<file path="src/rtl/alu_sequencer.sv">
// Issue/writeback controller for the 16-bit ALU: accepts one instruction at a time,
// reads operands from an internal 8x16 register file, captures result/flags, writes back.
module alu_sequencer #(
    parameter int NREG = 8,
    parameter int W    = 16
) (
    input  logic         clk,
    input  logic         rst_n,
    input  logic         instr_valid,
    input  logic [15:0]  instr,
    output logic         instr_ready,
    input  logic         ld_valid,
    input  logic [2:0]   ld_addr,
    input  logic [W-1:0] ld_data,
    input  logic [2:0]   rd_addr,
    output logic [W-1:0] rd_data,
    output logic [W-1:0] alu_a,
    output logic [W-1:0] alu_b,
    output logic [2:0]   alu_op,
    output logic         alu_en,
    output logic         alu_setflag,
    input  logic [W-1:0] alu_r,
    input  logic         alu_z,
    input  logic         alu_n,
    output logic         flag_z,
    output logic         flag_n,
    output logic         done,
    output logic         busy
);

    // state | meaning
    // IDLE  | ready for an instruction, ALU outputs idle
    // EXEC  | operands on the ALU; result and flags captured at the closing edge
    // WB    | done pulse; optional write of the captured result to reg[dst]
    typedef enum logic [1:0] {
        S_IDLE = 2'd0,
        S_EXEC = 2'd1,
        S_WB   = 2'd2
    } state_t;

    state_t         r_state;
    logic [15:0]    r_ir;
    logic [W-1:0]   r_res;
    logic [W-1:0]   r_regs [NREG];
    logic           r_flag_z;
    logic           r_flag_n;
    logic           r_done;
    logic           r_busy;
    logic           r_ready;
    logic           r_alu_en;
    logic [2:0]     r_alu_op;
    logic           r_alu_setflag;

    logic           w_wb_we;
    logic [2:0]     w_dst;
    logic [2:0]     w_srca;
    logic [2:0]     w_srcb;
    logic           w_unused;

    assign w_dst    = r_ir[10:8];
    assign w_srca   = r_ir[7:5];
    assign w_srcb   = r_ir[4:2];
    assign w_wb_we  = (r_state == S_WB) && r_ir[11];
    assign w_unused = ^r_ir[1:0];

    always_ff @(posedge clk or negedge rst_n) begin
        if (!rst_n) begin
            r_state       <= S_IDLE;
            r_ir          <= '0;
            r_res         <= '0;
            r_flag_z      <= 1'b0;
            r_flag_n      <= 1'b0;
            r_done        <= 1'b0;
            r_busy        <= 1'b0;
            r_ready       <= 1'b1;
            r_alu_en      <= 1'b0;
            r_alu_op      <= 3'b000;
            r_alu_setflag <= 1'b0;
        end else begin
            case (r_state)
                S_IDLE: begin
                    if (instr_valid) begin
                        r_ir          <= instr;
                        r_state       <= S_EXEC;
                        r_ready       <= 1'b0;
                        r_busy        <= 1'b1;
                        r_alu_en      <= 1'b1;
                        r_alu_op      <= instr[15:13];
                        r_alu_setflag <= instr[12];
                    end
                end
                S_EXEC: begin
                    r_res <= alu_r;
                    if (r_ir[12]) begin
                        r_flag_z <= alu_z;
                        r_flag_n <= alu_n;
                    end
                    r_state       <= S_WB;
                    r_done        <= 1'b1;
                    r_alu_en      <= 1'b0;
                    r_alu_op      <= 3'b000;
                    r_alu_setflag <= 1'b0;
                end
                S_WB: begin
                    r_state <= S_IDLE;
                    r_done  <= 1'b0;
                    r_busy  <= 1'b0;
                    r_ready <= 1'b1;
                end
                default: begin
                    r_state <= S_IDLE;
                    r_done  <= 1'b0;
                    r_busy  <= 1'b0;
                    r_ready <= 1'b1;
                end
            endcase
        end
    end

    // Writeback takes priority over a preload to the same address on the same edge.
    always_ff @(posedge clk or negedge rst_n) begin
        if (!rst_n) begin
            for (int i = 0; i < NREG; i++) begin
                r_regs[i] <= '0;
            end
        end else begin
            for (int i = 0; i < NREG; i++) begin
                if (w_wb_we && (w_dst == 3'(i))) begin
                    r_regs[i] <= r_res;
                end else if (ld_valid && (ld_addr == 3'(i))) begin
                    r_regs[i] <= ld_data;
                end
            end
        end
    end

    // Operands are read live in EXEC so a preload on the accept edge is seen.
    assign alu_a       = r_alu_en ? r_regs[w_srca] : '0;
    assign alu_b       = r_alu_en ? r_regs[w_srcb] : '0;
    assign alu_op      = r_alu_op;
    assign alu_en      = r_alu_en;
    assign alu_setflag = r_alu_setflag;

    assign rd_data     = r_regs[rd_addr];
    assign flag_z      = r_flag_z;
    assign flag_n      = r_flag_n;
    assign done        = r_done;
    assign busy        = r_busy;
    assign instr_ready = r_ready;

endmodule

</file>
<file path="config.mk">
export PLATFORM = sky130hd
export DESIGN_NAME = alu_sequencer
export DESIGN_NICKNAME = d
export VERILOG_FILES = /design/src/rtl/alu_sequencer.sv
export SDC_FILE = /design/constraint.sdc
export NUM_CORES = 1
export LEC_CHECK = 0
export ABC_AREA = 1
export CAP_MARGIN = 20
export CORE_UTILIZATION = 28
export DETAILED_ROUTE_END_ITERATION = 8
export PLACE_DENSITY_LB_ADDON = 0.05
export SLEW_MARGIN = 20
export SYNTH_ARGS = -nofsm -noshare
export SYNTH_HDL_FRONTEND = slang
export SYNTH_SLANG_ARGS = --single-unit
</file>
<file path="constraint.sdc">
create_clock -name clk -period 5.37 [get_ports clk]
set_input_delay 1.611 -clock clk [delete_from_list [all_inputs] [get_ports clk]]
set_output_delay 1.611 -clock clk [all_outputs]
set_load 0.05 [all_outputs]
</file>
# Word level (Yosys, flattened, before mapping)
# Index checks and enable logic that the tools add are counted.
# totals
register_bits,169
latchBits,0
ram_bits,0
rom_bits,0
out_inout_bits,58
word_cells,115
mem_count,0
# classes
n_addsub,0
n_mul,0
n_div,0
magnitude_cmp,3
n_eq_ne,17
shift,0
n_mux,39
n_bitwise,4
reduce_logical,33
# ops
cell,count
16-bit two-way mux,24
16-bit binary-select mux with 3-bit select,3
3-bit == test (second input constant),8
2-bit nonzero test,9
1-bit logical AND,17
3-bit by 2-bit == test with 1-bit output (second input constant),4
4-bit greater-or-equal comparator (second input constant),3
3-bit NOT with 4-bit output,3
1-bit one-hot mux with 2 select lines,5
2-bit AND reduction,4
3-bit by 1-bit == test with 1-bit output (second input constant),2
3-bit logical NOT,2
3-bit one-hot mux with 2 select lines,1
2-bit one-hot mux with 2 select lines,1
1-bit two-way mux,3
3-bit two-way mux,1
2-bit by 1-bit == test with 1-bit output (second input constant),1
2-bit == test (second input constant),1
2-bit logical NOT,1
2-bit two-way mux,1
2-bit != test (second input constant),1
1-bit NOT,1

# Logic depth before layout (Yosys ltp)
# Gate-level depths: netlist of run 1.
# logic_depth
word_depth,5
depth_mapped,8

# Worst setup path before layout of run 1
# OpenSTA, ideal clock, no wires.
# synth_path
path_kind,input port to output port
from,in rd_addr[0]
to,out rd_data[11]
arrival_ns,2.742
path_slack_ns,1.017
stages,7
cell_sequence,buf_2 buf_4 clkbuf_1 o211ai_1 nand2_1 nand2_1 nand2_1
# synth_via
elab_chain_cells,4
# synth_rtl
element,line,text
start: declaration,15,"input logic [2:0] rd_addr,"
3-bit NOT with 4-bit output (not written as such),144,assign rd_data = r_regs[rd_addr];
16-bit binary-select mux with 3-bit select,144,
16-bit two-way mux (not written as such) (2 in a row),144,
end: declaration,16,"output logic [W-1:0] rd_data,"
# No other way between the ends. The select of a mux whose other input is x is not followed.

# Final worst setup path of run 1
# layout_path
from,reg r_ir[3]
to,out alu_b[15]
# layout_via
elab_chain_cells,5
# layout_rtl
element,line,text
start: declaration,42,logic [15:0] r_ir;
start signal: assignment,83,r_ir <= instr;
3-bit NOT with 4-bit output (not written as such),139,assign alu_b = r_alu_en ? r_regs[w_srcb] : '0;
16-bit binary-select mux with 3-bit select,139,
16-bit two-way mux (not written as such) (2 in a row),139,
16-bit two-way mux,139,
end: declaration,18,"output logic [W-1:0] alu_b,"
# No other way between the ends. The select of a mux whose other input is x is not followed.

==> results.json, run 1 <==
{
  "synthArstFlopShare_pct": 100,
  "cts_setup_buffers": 0,
  "worstSetupStartpoint": "r_ir[3]",
  "rows": 75,
  "hold_class": "flop to flop",
  "crit_type": "flop to output port",
  "slew_headroom_pct": 29.2,
  "drtIter0Drc": 1455,
  "synth_top_area_cell": "dfrtp_1",
  "ys.warnings.count": 0,
  "firstDrtPassIters": 6,
  "max_cap_violations": 0,
  "die-area_um2": 43500,
  "combPwrFrac_pct": 48.3,
  "clock_latency_ns": 0.44,
  "arrival_ns": 3.09,
  "via_per_inst": 5.32,
  "gp_congestion": 0.839,
  "fin_skew_ns": 0.0148,
  "grt_overflow": 0,
  "synth_edf_count": 0,
  "cts.sinks": 167,
  "status": "completed",
  "grt_pass1_vias": 12277,
  "switching_share_pct": 50.3,
  "dp.cells": 2420,
  "syn_to_final_growth_pct": 18.1,
  "fmax_mhz": 213,
  "clockBufferDepth": 2,
  "peakVddDrop_v": 0.000216,
  "drc": 0,
  "wl_per_cell_um": 22.1,
  "die_w_um": 209,
  "wl_um": 54300,
  "cts_tree": "yes",
  "hpwl_um": 37400,
  "rsz0062_at_grt": "no",
  "finalHoldViolCount": 0,
  "final_cells": 2452,
  "syn_area_per_cell_um2": 6.28,
  "grt_start_max_net_pins": 76,
  "synth.distinct_cells": 17,
  "h-tree-depth": 4,
  "tightest_slew_ns": 1.06,
  "cts_made_buffers": 17,
  "fillers": 4681,
  "drive_above_1_share_pct": 6.43,
  "ctsHoldBuffers": 0,
  "ctsResizeCount": 0,
  "fin_crit_sh_pct": 87.5,
  "fin_setup_tns_ns": 0,
  "ant_nets": 0,
  "p_int_w": 0.00340,
  "io_buffers": 115,
  "crit_path_max_fanout": 33,
  "rrSetupSlack_ns": 2.57,
  "p_per_area_nw_per_um2": 485,
  "coreArea_um2": 42000,
  "ios": 118,
  "seq_area_frac_synth_pct": 35.0,
  "die_h_um": 209,
  "ys_ff_latch": 167,
  "hold_start": "r_ir[11]",
  "start_kind": "flop",
  "fin_nets": 1960,
  "antenna_found_initial": 0,
  "pwr-share-clk_pct": 19.4,
  "finalMaxSlewViolations": 0,
  "syn_area_um2": 11900,
  "yosys-top-cells-area": "dfrtp_1 (35%), nand3_1 (28%), nand2_1 (17%)",
  "finalSetupViolCount": 0,
  "r2r_start": "r_ir[10]",
  "clkTransAtPathRegs_ns": 0.08,
  "leakage_nw": 6.87,
  "groute.usage.overall_pct": 25.4,
  "end_kind": "output port",
  "initial_core_util_pct": 28.4,
  "crit_required_ns": 3.76,
  "postSynthCellCount": 1903,
  "cts_root_buf": "clkbuf_16",
  "syn-num-nets": 1963,
  "period_needed_ns": 4.70,
  "grt_pass1_wl_um": 82900,
  "vias": 13034,
  "ys.flop_type": "dfrtp_1",
  "power_switching_w": 0.00344,
  "p_seq_share_pct": 32.3,
  "antenna_cells": 0,
  "synth_top_area_share_pct": 34.8
}
[synthesized netlist by cell type (10+ instances only)]
| master | instances |
|---|---|
| a21oi_1 | 16 |
| nor2_1 | 69 |
| dfrtp_1 | 166 |
| buf_2 | 61 |
| o21ai_0 | 25 |
| nand2_1 | 547 |
| o211ai_1 | 48 |
| inv_1 | 148 |
| buf_1 | 34 |
| nand3_1 | 679 |
| buf_4 | 10 |
| clkbuf_1 | 74 |
| nor2_2 | 16 |
[worst paths after layout]
| path | to | cells past startpoint |
|---|---|---|
| max | alu_b[15] | 7 |
| min | r_ir[11] | 2 |
| max reg2reg | r_regs[50] | 6 |
| min reg2reg | r_ir[11] | 2 |
| max in group asynchronous | r_regs[105] | 2 |
| min in group asynchronous | r_ir[7] | 1 |
[worst max-delay path, stage by stage, from the launching register on]
cell and delay, ns:
dfrtp_1 0.67, inv_1 0.14, buf_4 0.43, nand3_1 0.15, nand3_1 0.09, nand2_1 0.07, nor2_1 0.19, clkdlybuf4s50_1 0.88
[sequential cells by signal, summed over array words and instances, names as in the netlist]
signal,cells
flag_z,1
done,1
r_regs,128
r_state,2
r_ir,11
alu_setflag,1
alu_op,3
busy,1
instr_ready,1
flag_n,1
r_res,16
alu_en,1
[cell usage in the layout (no fill, tap or decap), types with 2 or more instances in the layout]
cell             netlist  final
o211ai_1              48     48
inv_1                148    146
bufinv_16              0      2
nor2_2                16     16
inv_2                  7      9
nand3_1              679    679
clkbuf_16              0     17
dfrtp_1              166    164
clkinv_4               0      2
nand2_1              547    546
clkdlybuf4s50_1        0     96
a21oi_1               16     16
dfrtp_2                0      2
buf_12                 0     19
o21ai_0               25     25
inv_6                  0      5
nand2_2                1      2
nor2_1                69     69
buf_4                 10     40
[routing by layer]
layer | routed length, um | share of wire (%) | GRT usage, % | vias to the layer above
met2 | 22000 | 41 | 35.3 | 528
li1 | - | - | - | 6231
met3 | 5080 | 9.3 | 8.00 | 26
met5 | 0 | 0 | 0 | -
met1 | 26600 | 49 | 38.0 | 6249
met4 | 596 | 1.1 | 4.65 | 0
[cells by family (layout without fill, tap and decap cells)]
family / count (synthesis) / count (layout) / share of synthesized area, %
simple gates: 1313 / 1313 / 48.8
flops: 167 / 167 / 35.0
buf+inv: 334 / 344 / 11.5
compound gates: 89 / 89 / 4.74
[power groups by stage]
stage	registers, W	logic [W]	clock network (W)
6_report	0.00220	0.00330	0.00133
3_3_place_gp	0.00220	0.00328	0
4_1_cts	0.00217	0.00330	0.00136
3_5_place_dp	0.00219	0.00329	0
2_1_floorplan	0.00190	0.00223	0
5_1_grt	0.00224	0.00365	0.00141
[cell type report]
class	instances	area (um^2)	share of cell area, %
clock buffer	19	443	3.14
multi-input combinational	1402	6400	45.4
timing repair buffer	157	1660	11.8
tap	539	674	4.78
inverter	155	582	4.13
clock inverter	13	161	1.14
sequential	167	4180	29.7
[through the flow]
stage               utilization (%)  setup slack (ns)  hold WS, ns  instance area [um^2]  power, W
global placement               32.1             0.724        0.468                 13500   0.00547
global route                   33.5             0.504        0.500                 14100   0.00730
floorplan                         -              1.02        0.445                 11900   0.00413
CTS                            33.5             0.616        0.488                 14100   0.00684
detailed placement             32.1             0.741        0.467                 13500   0.00549
finish                         33.5             0.670        0.485                 14100   0.00683
(Power assumes the default switching activity.)
==> inputs of run 2 (changes only) <==
--- a/config.mk
+++ b/config.mk
@@ -7,7 +7,7 @@
 export LEC_CHECK = 0
 export ABC_AREA = 1
 export CAP_MARGIN = 20
-export CORE_UTILIZATION = 28
+export CORE_UTILIZATION = 63
 export DETAILED_ROUTE_END_ITERATION = 8
 export PLACE_DENSITY_LB_ADDON = 0.05
 export SLEW_MARGIN = 20
==> run 2 against run 1 <==
Against the previous run:
- total power down 3.8%
- clock-buffer cell count unchanged
- clock power down 3%
- maximum frequency fell by 4.3%
- critical endpoint is now alu_a[15]
- via count increased by 5.4%
- global-route usage is 19 points higher
- highest routed layer unchanged
- worst hold slack got worse by 0.0046 ns
- worst setup slack got worse by 0.21 ns
==> results.json, run 2 (synthesized netlist as in run 1, its figures left out) <==
{
  "status": "completed",
  "hold_class": "flop to flop",
  "finalHoldViolCount": 0,
  "leakage_nw": 6.73,
  "clockBufferDepth": 2,
  "fin_setup_tns_ns": 0,
  "p_int_w": 0.00333,
  "initial_core_util_pct": 65.4,
  "final_common_cell": "nand3_1",
  "syn_to_final_growth_pct": 12.4,
  "wl_um": 42600,
  "ctsHoldBuffers": 0,
  "largest_reg_flops": 128,
  "start_kind": "flop",
  "cts.sinks": 167,
  "ios": 118,
  "drc": 0,
  "final_core_util_pct": 73.5,
  "combPwrFrac_pct": 47.4,
  "io_buffers": 115,
  "clkTransAtPathRegs_ns": 0.07,
  "regMostFlops": "r_regs",
  "cts_made_buffers": 17,
  "peakVddDrop_v": 0.000317,
  "final_cell_mix": "nand3_1 (679), nand2_1 (547), dfrtp_1 (164)",
  "multiInputGateArea_um2": 6390,
  "groute.usage.overall_pct": 44.2,
  "drive_above_1_share_pct": 5.58,
  "switching_share_pct": 49.4,
  "tightest_slew_ns": 1.19,
  "die-area_um2": 19500,
  "cts_setup_buffers": 0,
  "finalMaxSlewViolations": 0,
  "end_kind": "output port",
  "die_h_um": 140,
  "vias": 13733,
  "die_w_um": 140,
  "antenna_found_initial": 0,
  "h-tree-depth": 4,
  "drtIter0Drc": 2286,
  "clock_latency_ns": 0.43,
  "p_seq_share_pct": 33.0,
  "reg_top3": "r_regs x128, r_res x16, r_ir x11",
  "fillers": 1507,
  "fmax_mhz": 204,
  "grt_start_max_net_pins": 110,
  "ctsResizeCount": 0,
  "ant_nets": 0,
  "grt_pass1_wl_um": 67000,
  "fin_nets": 1947,
  "via_per_inst": 6.45,
  "pwr-share-clk_pct": 19.6,
  "antenna_cells": 0,
  "cts_root_buf": "clkbuf_16",
  "crit_type": "flop to output port",
  "finalSetupViolCount": 0,
  "crit_path_max_fanout": 65,
  "coreArea_um2": 18300,
  "arrival_ns": 3.30,
  "max_cap_violations": 0,
  "cts_tree": "yes",
  "wl_per_cell_um": 20.0,
  "firstDrtPassIters": 7,
  "grt_overflow": 0,
  "ff_latch_area_um2": 4180,
  "hpwl_um": 28700,
  "rsz0062_at_grt": "no",
  "p_per_area_nw_per_um2": 490,
  "period_needed_ns": 4.91,
  "fin_crit_sh_pct": 91.5,
  "rows": 49,
  "crit_required_ns": 3.76,
  "slew_headroom_pct": 20.9,
  "fin_skew_ns": 0.0172,
  "grt_pass1_vias": 11979,
  "power_switching_w": 0.00325,
  "gp_congestion": 0.959
}
[run 2: power groups by stage]
stage,Sequential [W],Clock (W),Combinational [W]
global placement,0.00212,0,0.00297
floorplan,0.00190,0,0.00223
finish,0.00217,0.00129,0.00312
detailed placement,0.00213,0,0.00303
CTS,0.00211,0.00128,0.00305
global route,0.00218,0.00134,0.00338
[run 2: path summary, 6_finish.rpt]
check	startpoint	depth (start not counted)	to	slack [ns]
max reg2reg	r_state[1]	5	r_regs[75]	2.51
max	r_ir[5]	9	alu_a[15]	0.46
min	flag_z	2	flag_z	0.48
min reg2reg	flag_z	2	flag_z	0.48
max in group asynchronous	rst_n	2	r_regs[12]	3.22
min in group asynchronous	rst_n	1	r_ir[7]	1.29
[run 2: layer usage]
layer  up-vias  share of wire [%]  GRT usage (%)
met5         -                  0              0
met1      6301                 39           62.9
met3       116                 16           12.9
met2      1097                 43           65.5
li1       6219                  -              -
met4         0                2.4           12.6
[run 2: stage by stage]
stage / setup slack (ns) / hold WS, ns / cells / power (W) / area [um^2]
after floorplan: 1.02 / 0.445 / 1903 / 0.00413 / 11900
after global placement: 0.527 / 0.466 / 2096 / 0.00509 / 12800
after detailed placement: 0.537 / 0.462 / 2096 / 0.00516 / 12800
after CTS: 0.517 / 0.484 / 2128 / 0.00644 / 13400
after global routing: 0.305 / 0.514 / 2129 / 0.00690 / 13400
final: 0.458 / 0.481 / 2129 / 0.00658 / 13400
[run 2: critical path: stages (launching register included)]
cell and delay, ns:
dfrtp_2 0.34, buf_4 0.58, inv_1 0.08, buf_4 0.36, nand2_1 0.15, nand3_1 0.07
nand3_1 0.09, nand2_1 0.06, nor2_1 0.20, clkdlybuf4s50_1 0.87
[run 2: layout make-up]
cell class	instances	area share, %
Clock buffer	19	3.30
Clock inverter	13	1.19
Inverter	155	4.33
Sequential cell	167	31.2
Tap cell	229	2.13
Multi-Input combinational cell	1402	47.6
Timing Repair Buffer	144	10.2
